File: src/rtl/axi_lite_csr_bank_if.sv
// AXI-Lite port bundle between the interconnect and the CSR bank.
// The master drives addresses, data and valids. The slave drives readies and responses.
interface axi_lite_csr_bank_if #(
    parameter int ADDR_W = 32,
    parameter int DATA_W = 32
);
    logic [ADDR_W-1:0]   awaddr;
    logic                awvalid;
    logic                awready;
    logic [DATA_W-1:0]   wdata;
    logic [DATA_W/8-1:0] wstrb;
    logic                wvalid;
    logic                wready;
    logic [1:0]          bresp;
    logic                bvalid;
    logic                bready;
    logic [ADDR_W-1:0]   araddr;
    logic                arvalid;
    logic                arready;
    logic [DATA_W-1:0]   rdata;
    logic [1:0]          rresp;
    logic                rvalid;
    logic                rready;

    modport master (
        output awaddr, awvalid, wdata, wstrb, wvalid, bready,
        output araddr, arvalid, rready,
        input  awready, wready, bresp, bvalid,
        input  arready, rdata, rresp, rvalid
    );

    modport slave (
        input  awaddr, awvalid, wdata, wstrb, wvalid, bready,
        input  araddr, arvalid, rready,
        output awready, wready, bresp, bvalid,
        output arready, rdata, rresp, rvalid
    );
endinterface

File: src/rtl/axi_lite_csr_bank.sv
// AXI-Lite control/status register bank for the matrix compute core.
// Provides START pulse, sticky W1C DONE/ERR, byte-strobed CFG registers and a maskable irq.
module axi_lite_csr_bank #(
    parameter int          DATA_W  = 32,
    parameter int          ADDR_W  = 32,
    parameter int          NUM_CFG = 3,
    parameter logic [31:0] VERSION = 32'h0002_0000
) (
    input  logic                      clk,
    input  logic                      rst,
    axi_lite_csr_bank_if.slave        s_axi,
    input  logic                      core_busy,
    input  logic                      core_done,
    output logic                      start_pulse,
    output logic [NUM_CFG*DATA_W-1:0] cfg_flat,
    output logic                      irq
);
    localparam int IDX_W  = ADDR_W - 2;
    localparam int STRB_W = DATA_W / 8;

    localparam logic [IDX_W-1:0] IDX_CTRL   = '0;
    localparam logic [IDX_W-1:0] IDX_STATUS = IDX_W'(1);
    localparam logic [IDX_W-1:0] IDX_ID     = IDX_W'(NUM_CFG + 2);

    localparam logic [1:0] RESP_OKAY   = 2'b00;
    localparam logic [1:0] RESP_SLVERR = 2'b10;

    // Write-side holding registers
    logic              aw_held;
    logic [IDX_W-1:0]  aw_idx;
    logic              w_held;
    logic [DATA_W-1:0] w_data;
    logic [STRB_W-1:0] w_strb;
    logic              bvalid_q;
    logic [1:0]        bresp_q;

    // Read-side response registers
    logic              rvalid_q;
    logic [DATA_W-1:0] rdata_q;
    logic [1:0]        rresp_q;

    // Architectural state
    logic              irq_en;
    logic              done_q;
    logic              err_q;
    logic              start_q;
    logic              irq_q;
    logic [DATA_W-1:0] cfg_q [NUM_CFG];

    logic              aw_hs;
    logic              w_hs;
    logic              ar_hs;
    logic              b_hs;
    logic              r_hs;
    logic              commit;
    logic [IDX_W-1:0]  wa_idx;
    logic [DATA_W-1:0] wd_data;
    logic [STRB_W-1:0] wd_strb;
    logic              wa_map;
    logic              wr_ctrl;
    logic              wr_status;
    logic [NUM_CFG-1:0] wr_cfg;
    logic              start_req;
    logic              start_go;
    logic              start_err;
    logic              clr_done;
    logic              clr_err;

    logic [IDX_W-1:0]  rd_idx;
    logic              rd_cfg_hit;
    logic [DATA_W-1:0] rd_cfg_val;
    logic [DATA_W-1:0] rd_val;
    logic              rd_slverr;

    logic unused_addr_lsbs;

    function automatic logic [DATA_W-1:0] merge(
        input logic [DATA_W-1:0] old_v,
        input logic [DATA_W-1:0] new_v,
        input logic [STRB_W-1:0] strb
    );
        logic [DATA_W-1:0] r;
        r = old_v;
        for (int b = 0; b < STRB_W; b++) begin
            if (strb[b]) r[b*8 +: 8] = new_v[b*8 +: 8];
        end
        return r;
    endfunction

    assign s_axi.awready = !rst && !aw_held && !bvalid_q;
    assign s_axi.wready  = !rst && !w_held && !bvalid_q;
    assign s_axi.arready = !rst && !rvalid_q;
    assign s_axi.bvalid  = bvalid_q;
    assign s_axi.bresp   = bresp_q;
    assign s_axi.rvalid  = rvalid_q;
    assign s_axi.rdata   = rdata_q;
    assign s_axi.rresp   = rresp_q;

    assign aw_hs = s_axi.awvalid && s_axi.awready;
    assign w_hs  = s_axi.wvalid && s_axi.wready;
    assign ar_hs = s_axi.arvalid && s_axi.arready;
    assign b_hs  = bvalid_q && s_axi.bready;
    assign r_hs  = rvalid_q && s_axi.rready;

    assign unused_addr_lsbs = ^{s_axi.awaddr[1:0], s_axi.araddr[1:0]};

    // A beat arriving this cycle counts as held, so the commit needs no extra cycle
    assign wa_idx  = aw_held ? aw_idx : s_axi.awaddr[ADDR_W-1:2];
    assign wd_data = w_held ? w_data : s_axi.wdata;
    assign wd_strb = w_held ? w_strb : s_axi.wstrb;
    assign commit  = (aw_held || aw_hs) && (w_held || w_hs) && !bvalid_q;

    assign wa_map    = wa_idx < IDX_ID;
    assign wr_ctrl   = commit && (wa_idx == IDX_CTRL);
    assign wr_status = commit && (wa_idx == IDX_STATUS);
    assign start_req = wr_ctrl && wd_strb[0] && wd_data[0];
    assign start_go  = start_req && !core_busy;
    assign start_err = start_req && core_busy;
    assign clr_done  = wr_status && wd_strb[0] && wd_data[1];
    assign clr_err   = wr_status && wd_strb[0] && wd_data[2];

    always_comb begin
        wr_cfg = '0;
        for (int i = 0; i < NUM_CFG; i++) begin
            wr_cfg[i] = commit && (wa_idx == IDX_W'(i + 2));
        end
    end

    assign rd_idx = s_axi.araddr[ADDR_W-1:2];

    always_comb begin
        rd_cfg_hit = 1'b0;
        rd_cfg_val = '0;
        for (int i = 0; i < NUM_CFG; i++) begin
            if (rd_idx == IDX_W'(i + 2)) begin
                rd_cfg_hit = 1'b1;
                rd_cfg_val = cfg_q[i];
            end
        end
    end

    always_comb begin
        rd_val    = '0;
        rd_slverr = 1'b0;
        unique case (1'b1)
            rd_idx == IDX_CTRL:
                rd_val = {{(DATA_W-2){1'b0}}, irq_en, 1'b0};
            rd_idx == IDX_STATUS:
                rd_val = {{(DATA_W-3){1'b0}}, err_q, done_q, core_busy};
            rd_idx == IDX_ID:
                rd_val = DATA_W'(VERSION);
            rd_cfg_hit:
                rd_val = rd_cfg_val;
            default:
                rd_slverr = 1'b1;
        endcase
    end

    always_ff @(posedge clk) begin
        if (rst) begin
            aw_held  <= 1'b0;
            aw_idx   <= '0;
            w_held   <= 1'b0;
            w_data   <= '0;
            w_strb   <= '0;
            bvalid_q <= 1'b0;
            bresp_q  <= RESP_OKAY;
        end else begin
            if (aw_hs) begin
                aw_held <= 1'b1;
                aw_idx  <= s_axi.awaddr[ADDR_W-1:2];
            end
            if (w_hs) begin
                w_held <= 1'b1;
                w_data <= s_axi.wdata;
                w_strb <= s_axi.wstrb;
            end
            if (commit) begin
                bvalid_q <= 1'b1;
                bresp_q  <= wa_map ? RESP_OKAY : RESP_SLVERR;
            end else if (b_hs) begin
                bvalid_q <= 1'b0;
                aw_held  <= 1'b0;
                w_held   <= 1'b0;
            end
        end
    end

    // Set beats clear when a core event and a W1C land together
    always_ff @(posedge clk) begin
        if (rst) begin
            irq_en  <= 1'b0;
            done_q  <= 1'b0;
            err_q   <= 1'b0;
            start_q <= 1'b0;
            irq_q   <= 1'b0;
        end else begin
            if (wr_ctrl && wd_strb[0]) irq_en <= wd_data[1];
            done_q  <= core_done || (done_q && !clr_done);
            err_q   <= start_err || (err_q && !clr_err);
            start_q <= start_go;
            irq_q   <= irq_en && (done_q || err_q);
        end
    end

    always_ff @(posedge clk) begin
        if (rst) begin
            for (int i = 0; i < NUM_CFG; i++) cfg_q[i] <= '0;
        end else begin
            for (int i = 0; i < NUM_CFG; i++) begin
                if (wr_cfg[i]) cfg_q[i] <= merge(cfg_q[i], wd_data, wd_strb);
            end
        end
    end

    always_ff @(posedge clk) begin
        if (rst) begin
            rvalid_q <= 1'b0;
            rdata_q  <= '0;
            rresp_q  <= RESP_OKAY;
        end else if (ar_hs) begin
            rvalid_q <= 1'b1;
            rdata_q  <= rd_val;
            rresp_q  <= rd_slverr ? RESP_SLVERR : RESP_OKAY;
        end else if (r_hs) begin
            rvalid_q <= 1'b0;
        end
    end

    for (genvar g = 0; g < NUM_CFG; g++) begin : g_cfg
        assign cfg_flat[g*DATA_W +: DATA_W] = cfg_q[g];
    end

    assign start_pulse = start_q;
    assign irq         = irq_q;
endmodule
File: src/flat_wrapper.sv
// flat-port wrapper written by rule: the top's interface ports become plain ports
module axi_lite_csr_bank_flat 
#(
    parameter int          DATA_W  = 32,
    parameter int          ADDR_W  = 32,
    parameter int          NUM_CFG = 3,
    parameter logic [31:0] VERSION = 32'h0002_0000
)
  (clk, rst, core_busy, core_done, start_pulse, cfg_flat, irq, s_axi_awaddr, s_axi_awvalid, s_axi_wdata, s_axi_wstrb, s_axi_wvalid, s_axi_bready, s_axi_araddr, s_axi_arvalid, s_axi_rready, s_axi_awready, s_axi_wready, s_axi_bresp, s_axi_bvalid, s_axi_arready, s_axi_rdata, s_axi_rresp, s_axi_rvalid);
  axi_lite_csr_bank_if #(.ADDR_W(ADDR_W), .DATA_W(DATA_W)) s_axi_i ();
  input  logic clk;
  input  logic rst;
  input  logic core_busy;
  input  logic core_done;
  output logic start_pulse;
  output logic [NUM_CFG*DATA_W-1:0] cfg_flat;
  output logic irq;
  input wire logic [$bits(s_axi_i.awaddr)-1:0] s_axi_awaddr;
  input wire logic [$bits(s_axi_i.awvalid)-1:0] s_axi_awvalid;
  input wire logic [$bits(s_axi_i.wdata)-1:0] s_axi_wdata;
  input wire logic [$bits(s_axi_i.wstrb)-1:0] s_axi_wstrb;
  input wire logic [$bits(s_axi_i.wvalid)-1:0] s_axi_wvalid;
  input wire logic [$bits(s_axi_i.bready)-1:0] s_axi_bready;
  input wire logic [$bits(s_axi_i.araddr)-1:0] s_axi_araddr;
  input wire logic [$bits(s_axi_i.arvalid)-1:0] s_axi_arvalid;
  input wire logic [$bits(s_axi_i.rready)-1:0] s_axi_rready;
  output wire logic [$bits(s_axi_i.awready)-1:0] s_axi_awready;
  output wire logic [$bits(s_axi_i.wready)-1:0] s_axi_wready;
  output wire logic [$bits(s_axi_i.bresp)-1:0] s_axi_bresp;
  output wire logic [$bits(s_axi_i.bvalid)-1:0] s_axi_bvalid;
  output wire logic [$bits(s_axi_i.arready)-1:0] s_axi_arready;
  output wire logic [$bits(s_axi_i.rdata)-1:0] s_axi_rdata;
  output wire logic [$bits(s_axi_i.rresp)-1:0] s_axi_rresp;
  output wire logic [$bits(s_axi_i.rvalid)-1:0] s_axi_rvalid;
  assign s_axi_i.awaddr = s_axi_awaddr;
  assign s_axi_i.awvalid = s_axi_awvalid;
  assign s_axi_i.wdata = s_axi_wdata;
  assign s_axi_i.wstrb = s_axi_wstrb;
  assign s_axi_i.wvalid = s_axi_wvalid;
  assign s_axi_i.bready = s_axi_bready;
  assign s_axi_i.araddr = s_axi_araddr;
  assign s_axi_i.arvalid = s_axi_arvalid;
  assign s_axi_i.rready = s_axi_rready;
  assign s_axi_awready = s_axi_i.awready;
  assign s_axi_wready = s_axi_i.wready;
  assign s_axi_bresp = s_axi_i.bresp;
  assign s_axi_bvalid = s_axi_i.bvalid;
  assign s_axi_arready = s_axi_i.arready;
  assign s_axi_rdata = s_axi_i.rdata;
  assign s_axi_rresp = s_axi_i.rresp;
  assign s_axi_rvalid = s_axi_i.rvalid;
  axi_lite_csr_bank #(.DATA_W(DATA_W), .ADDR_W(ADDR_W), .NUM_CFG(NUM_CFG), .VERSION(VERSION)) u_core (.clk(clk), .rst(rst), .s_axi(s_axi_i), .core_busy(core_busy), .core_done(core_done), .start_pulse(start_pulse), .cfg_flat(cfg_flat), .irq(irq));
endmodule
File: config.mk
export PLATFORM = sky130hd
export DESIGN_NAME = axi_lite_csr_bank_flat
export DESIGN_NICKNAME = d
export VERILOG_FILES = /design/src/rtl/axi_lite_csr_bank_if.sv /design/src/rtl/axi_lite_csr_bank.sv /design/src/flat_wrapper.sv
export SDC_FILE = /design/constraint.sdc
export NUM_CORES = 1
export LEC_CHECK = 0
export ABC_AREA = 1
export CAP_MARGIN = 10
export CORE_AREA = 2 2 146 148
export CTS_BUF_LIST = sky130_fd_sc_hd__clkbuf_2 sky130_fd_sc_hd__clkbuf_4 sky130_fd_sc_hd__clkbuf_8
export CTS_CLUSTER_DIAMETER = 50
export DETAILED_ROUTE_END_ITERATION = 6
export DIE_AREA = 0 0 148 150
export PLACE_DENSITY = 0.77
export SYNTH_ARGS = -nofsm -noshare
export SYNTH_HDL_FRONTEND = slang
export SYNTH_SLANG_ARGS = --single-unit
File: constraint.sdc
create_clock -name clk -period 2.1 [get_ports clk]
set_clock_uncertainty 0.2 [all_clocks]
set_input_delay 0.21 -clock clk [delete_from_list [all_inputs] [get_ports clk]]
set_output_delay 0.21 -clock clk [all_outputs]
set_load 0.05 [all_outputs]
==> impl_metrics.json <==
{
  "antenna_left": 0,
  "synthTopCellsByCount": "nand2_1 (274), dfxtp_1 (109), o21ai_0 (97)",
  "coreArea_um2": 20700,
  "diodes": 0,
  "ctsHoldBuffers": 0,
  "yosys_warnings": 0,
  "synth_most_common_cell": "nand2_1",
  "drv_cap": 0,
  "critical_path.max_fanout": 8,
  "hold_violations": 0,
  "layout_min_cycle_time_ns": 2.24,
  "placed_area_um2": 12300,
  "power.leakage_nw": 5.43,
  "drt-initial-drc-count": 400,
  "arrival_ns": 2.28,
  "hold_class": "in2reg",
  "gp_congestion": 0.870,
  "cts_max_level": 2,
  "postSynthAreaPerCell_um2": 8.59,
  "ys_ff_latch": 205,
  "ys_types": 33,
  "grt_pass1_wl_um": 40300,
  "fillCellCount": 1718,
  "clock-sinks": 205,
  "path_clk_slew_ns": 0.06,
  "start_kind": "flop",
  "tightest_slew_ns": 0.740,
  "syn_area_um2": 9090,
  "vias_per_cell": 4.99,
  "synth_ff_type": "dfxtp_1",
  "die_y_um": 150,
  "synthCells": 1059,
  "status": "finished with violations",
  "synth.largest_area_cell": "edfxtp_1",
  "setup_viol_count_final": 194,
  "p_per_area_nw_per_um2": 711,
  "multi_input_comb_area_um2": 3560,
  "slew_headroom_pct": 50.2,
  "overflow": 0,
  "place_ws_ns": -0.485,
  "cpMaxStageDelayCell": "dfxtp_4",
  "peakVddDrop_uv": 566,
  "die_area_um2": 22200,
  "fmax_mhz": 446,
  "portBuffers": 241,
  "fin_area_um2": 13300,
  "path_cells": "buf_8, nand2_4, nand2_4, inv_4, nand2_2, nor2_1, nand2_1, inv_2, nand4_1, nand2_2, buf_12, buf_6, a21oi_4, buf_12",
  "start_util_pct": 44.0,
  "layout-drive-gt1-share_pct": 17.8,
  "register_area_um2": 5070,
  "clock_latency_ns": 0.53,
  "crit_family": "buffers and inverters",
  "ys_seq_area_share_pct": 55.7,
  "synth_top_area_share_pct": 31.7,
  "vias": 8276,
  "cts_root_buffer": "clkbuf_8",
  "cp_num_buf_inv": 6,
  "fin_nets": 1468,
  "fin_setup_tns_ns": -16.33,
  "netlist_top_cells_area": "edfxtp_1 (32%), dfxtp_1 (24%), nand2_1 (11%)",
  "die_w_um": 148,
  "wl_um": 26500,
  "clk_path_buf_depth": 3,
  "critPathKind": "reg2reg",
  "grt_max_degree": 73,
  "finalCritPeriodShare_pct": 107,
  "num_io_pins": 248,
  "post-route-worst-setup-slack_ns": -0.143,
  "wire_per_inst_um": 16.0,
  "finalNonFillerCells": 1660,
  "ff2ff_setup_slack_ns": -0.14,
  "cts_tree": "yes",
  "grt.total_usage_pct": 23.0,
  "cpPeakStageDelay_ns": 0.40,
  "rows": 53,
  "dp.cells": 1584,
  "grt_pass1_vias": 7872,
  "critPathRequiredTime_ns": 2.14,
  "rsz0062_at_grt": "yes",
  "crit_path_end_kind": "flop",
  "dpl.hpwl_um": 19400,
  "synthToLayoutAreaGrowth_pct": 46.6,
  "synth_edf_count": 96,
  "drc": 0,
  "firstDrtPassIters": 5,
  "cts_buffers": 34,
  "ys_async_sr_fraction_pct": 0,
  "slew_violations": 0,
  "violations": "setup timing",
  "grt_antenna_before_repair": 0,
  "hold_ws_ns": 0.0589
}
## final cells by class
| type | count | share of cell area [%] |
|---|---|---|
| sequential | 205 | 38.1 |
| multi-input combinational | 693 | 26.7 |
| timing repair buffer | 321 | 24.5 |
| clock buffer | 49 | 4.59 |
| inverter | 104 | 3.06 |
| tap | 275 | 2.58 |
| clock inverter | 13 | 0.497 |
## cell usage in the layout, fill, tap and decap left out, types with 60 or more instances in the layout
master,count
buf_4,60
nand3_1,83
o21ai_0,96
inv_1,92
a21oi_1,83
dfxtp_1,106
dlygate4sd2_1,67
nand2_1,260
clkdlybuf4s50_1,158
edfxtp_1,96
nor2_1,61
## tightest hold or removal path, cell delays in order
cell     delay (ns)
buf_2          0.17
buf_4          0.23
a21oi_1        0.12
## report_power, final
| group | internal, mW | total (mW) | switching [mW] |
|---|---|---|---|
| Sequential | 4.36 | 4.46 | 0.108 |
| Clock | 1.89 | 3.48 | 1.59 |
| Combinational | 0.594 | 1.54 | 0.945 |
## state kept, by name, indices dropped and copies added, names as in the netlist, 4 cells and up
name	count
u_core.cfg_q	96
u_core.s_axi.rdata	32
u_core.w_data	32
u_core.aw_idx	30
u_core.w_strb	4
## metrics by stage
| stage | power [mW] | utilization, % |
|---|---|---|
| final | 9.48 | 64.4 |
| after global placement | 6.00 | 59.6 |
| after global routing | 9.86 | 64.4 |
| after detailed placement | 6.02 | 59.6 |
| after CTS | 9.49 | 63.8 |
| after floorplan | 5.35 | - |
## repair_timing
item	in CTS	in global routing
setup buffers	12	2
cloned	1	1
pin swaps	14	14
setup endpoints to repair	289	250
resized for setup	103	25
hold endpoints to repair	0	0
## worst paths after layout
| check | from | depth (start not counted) | endpoint |
|---|---|---|---|
| worst max-delay path | u_core.aw_held | 14 | u_core.cfg_q[0][87] |
| worst min-delay path | rst | 3 | u_core.s_axi.rdata[27] |
| worst max register to register | u_core.aw_held | 14 | u_core.cfg_q[0][87] |
| worst min register to register | u_core.w_data[9] | 2 | u_core.w_data[9] |
## cells by family (layout without fill, tap and decap cells)
logic type | Yosys count | in the layout | share of synthesized area, %
AO/OA/AOI/OAI | 198 | 198 | 11.1
buffers and inverters | 162 | 487 | 7.88
flip-flops | 205 | 205 | 55.7
other | 1 | 2 | 0.0412
AND/OR/NAND/NOR | 493 | 493 | 25.3
## routing by layer
layer,up-vias,GRT usage (%),part of all wire [%]
met4,0,11.0,3.9
met3,68,5.24,7.3
met1,3824,28.5,41
met2,302,38.2,48
met5,-,0,0
li1,4082,-,-
Power figures use the tool's default switching activity.
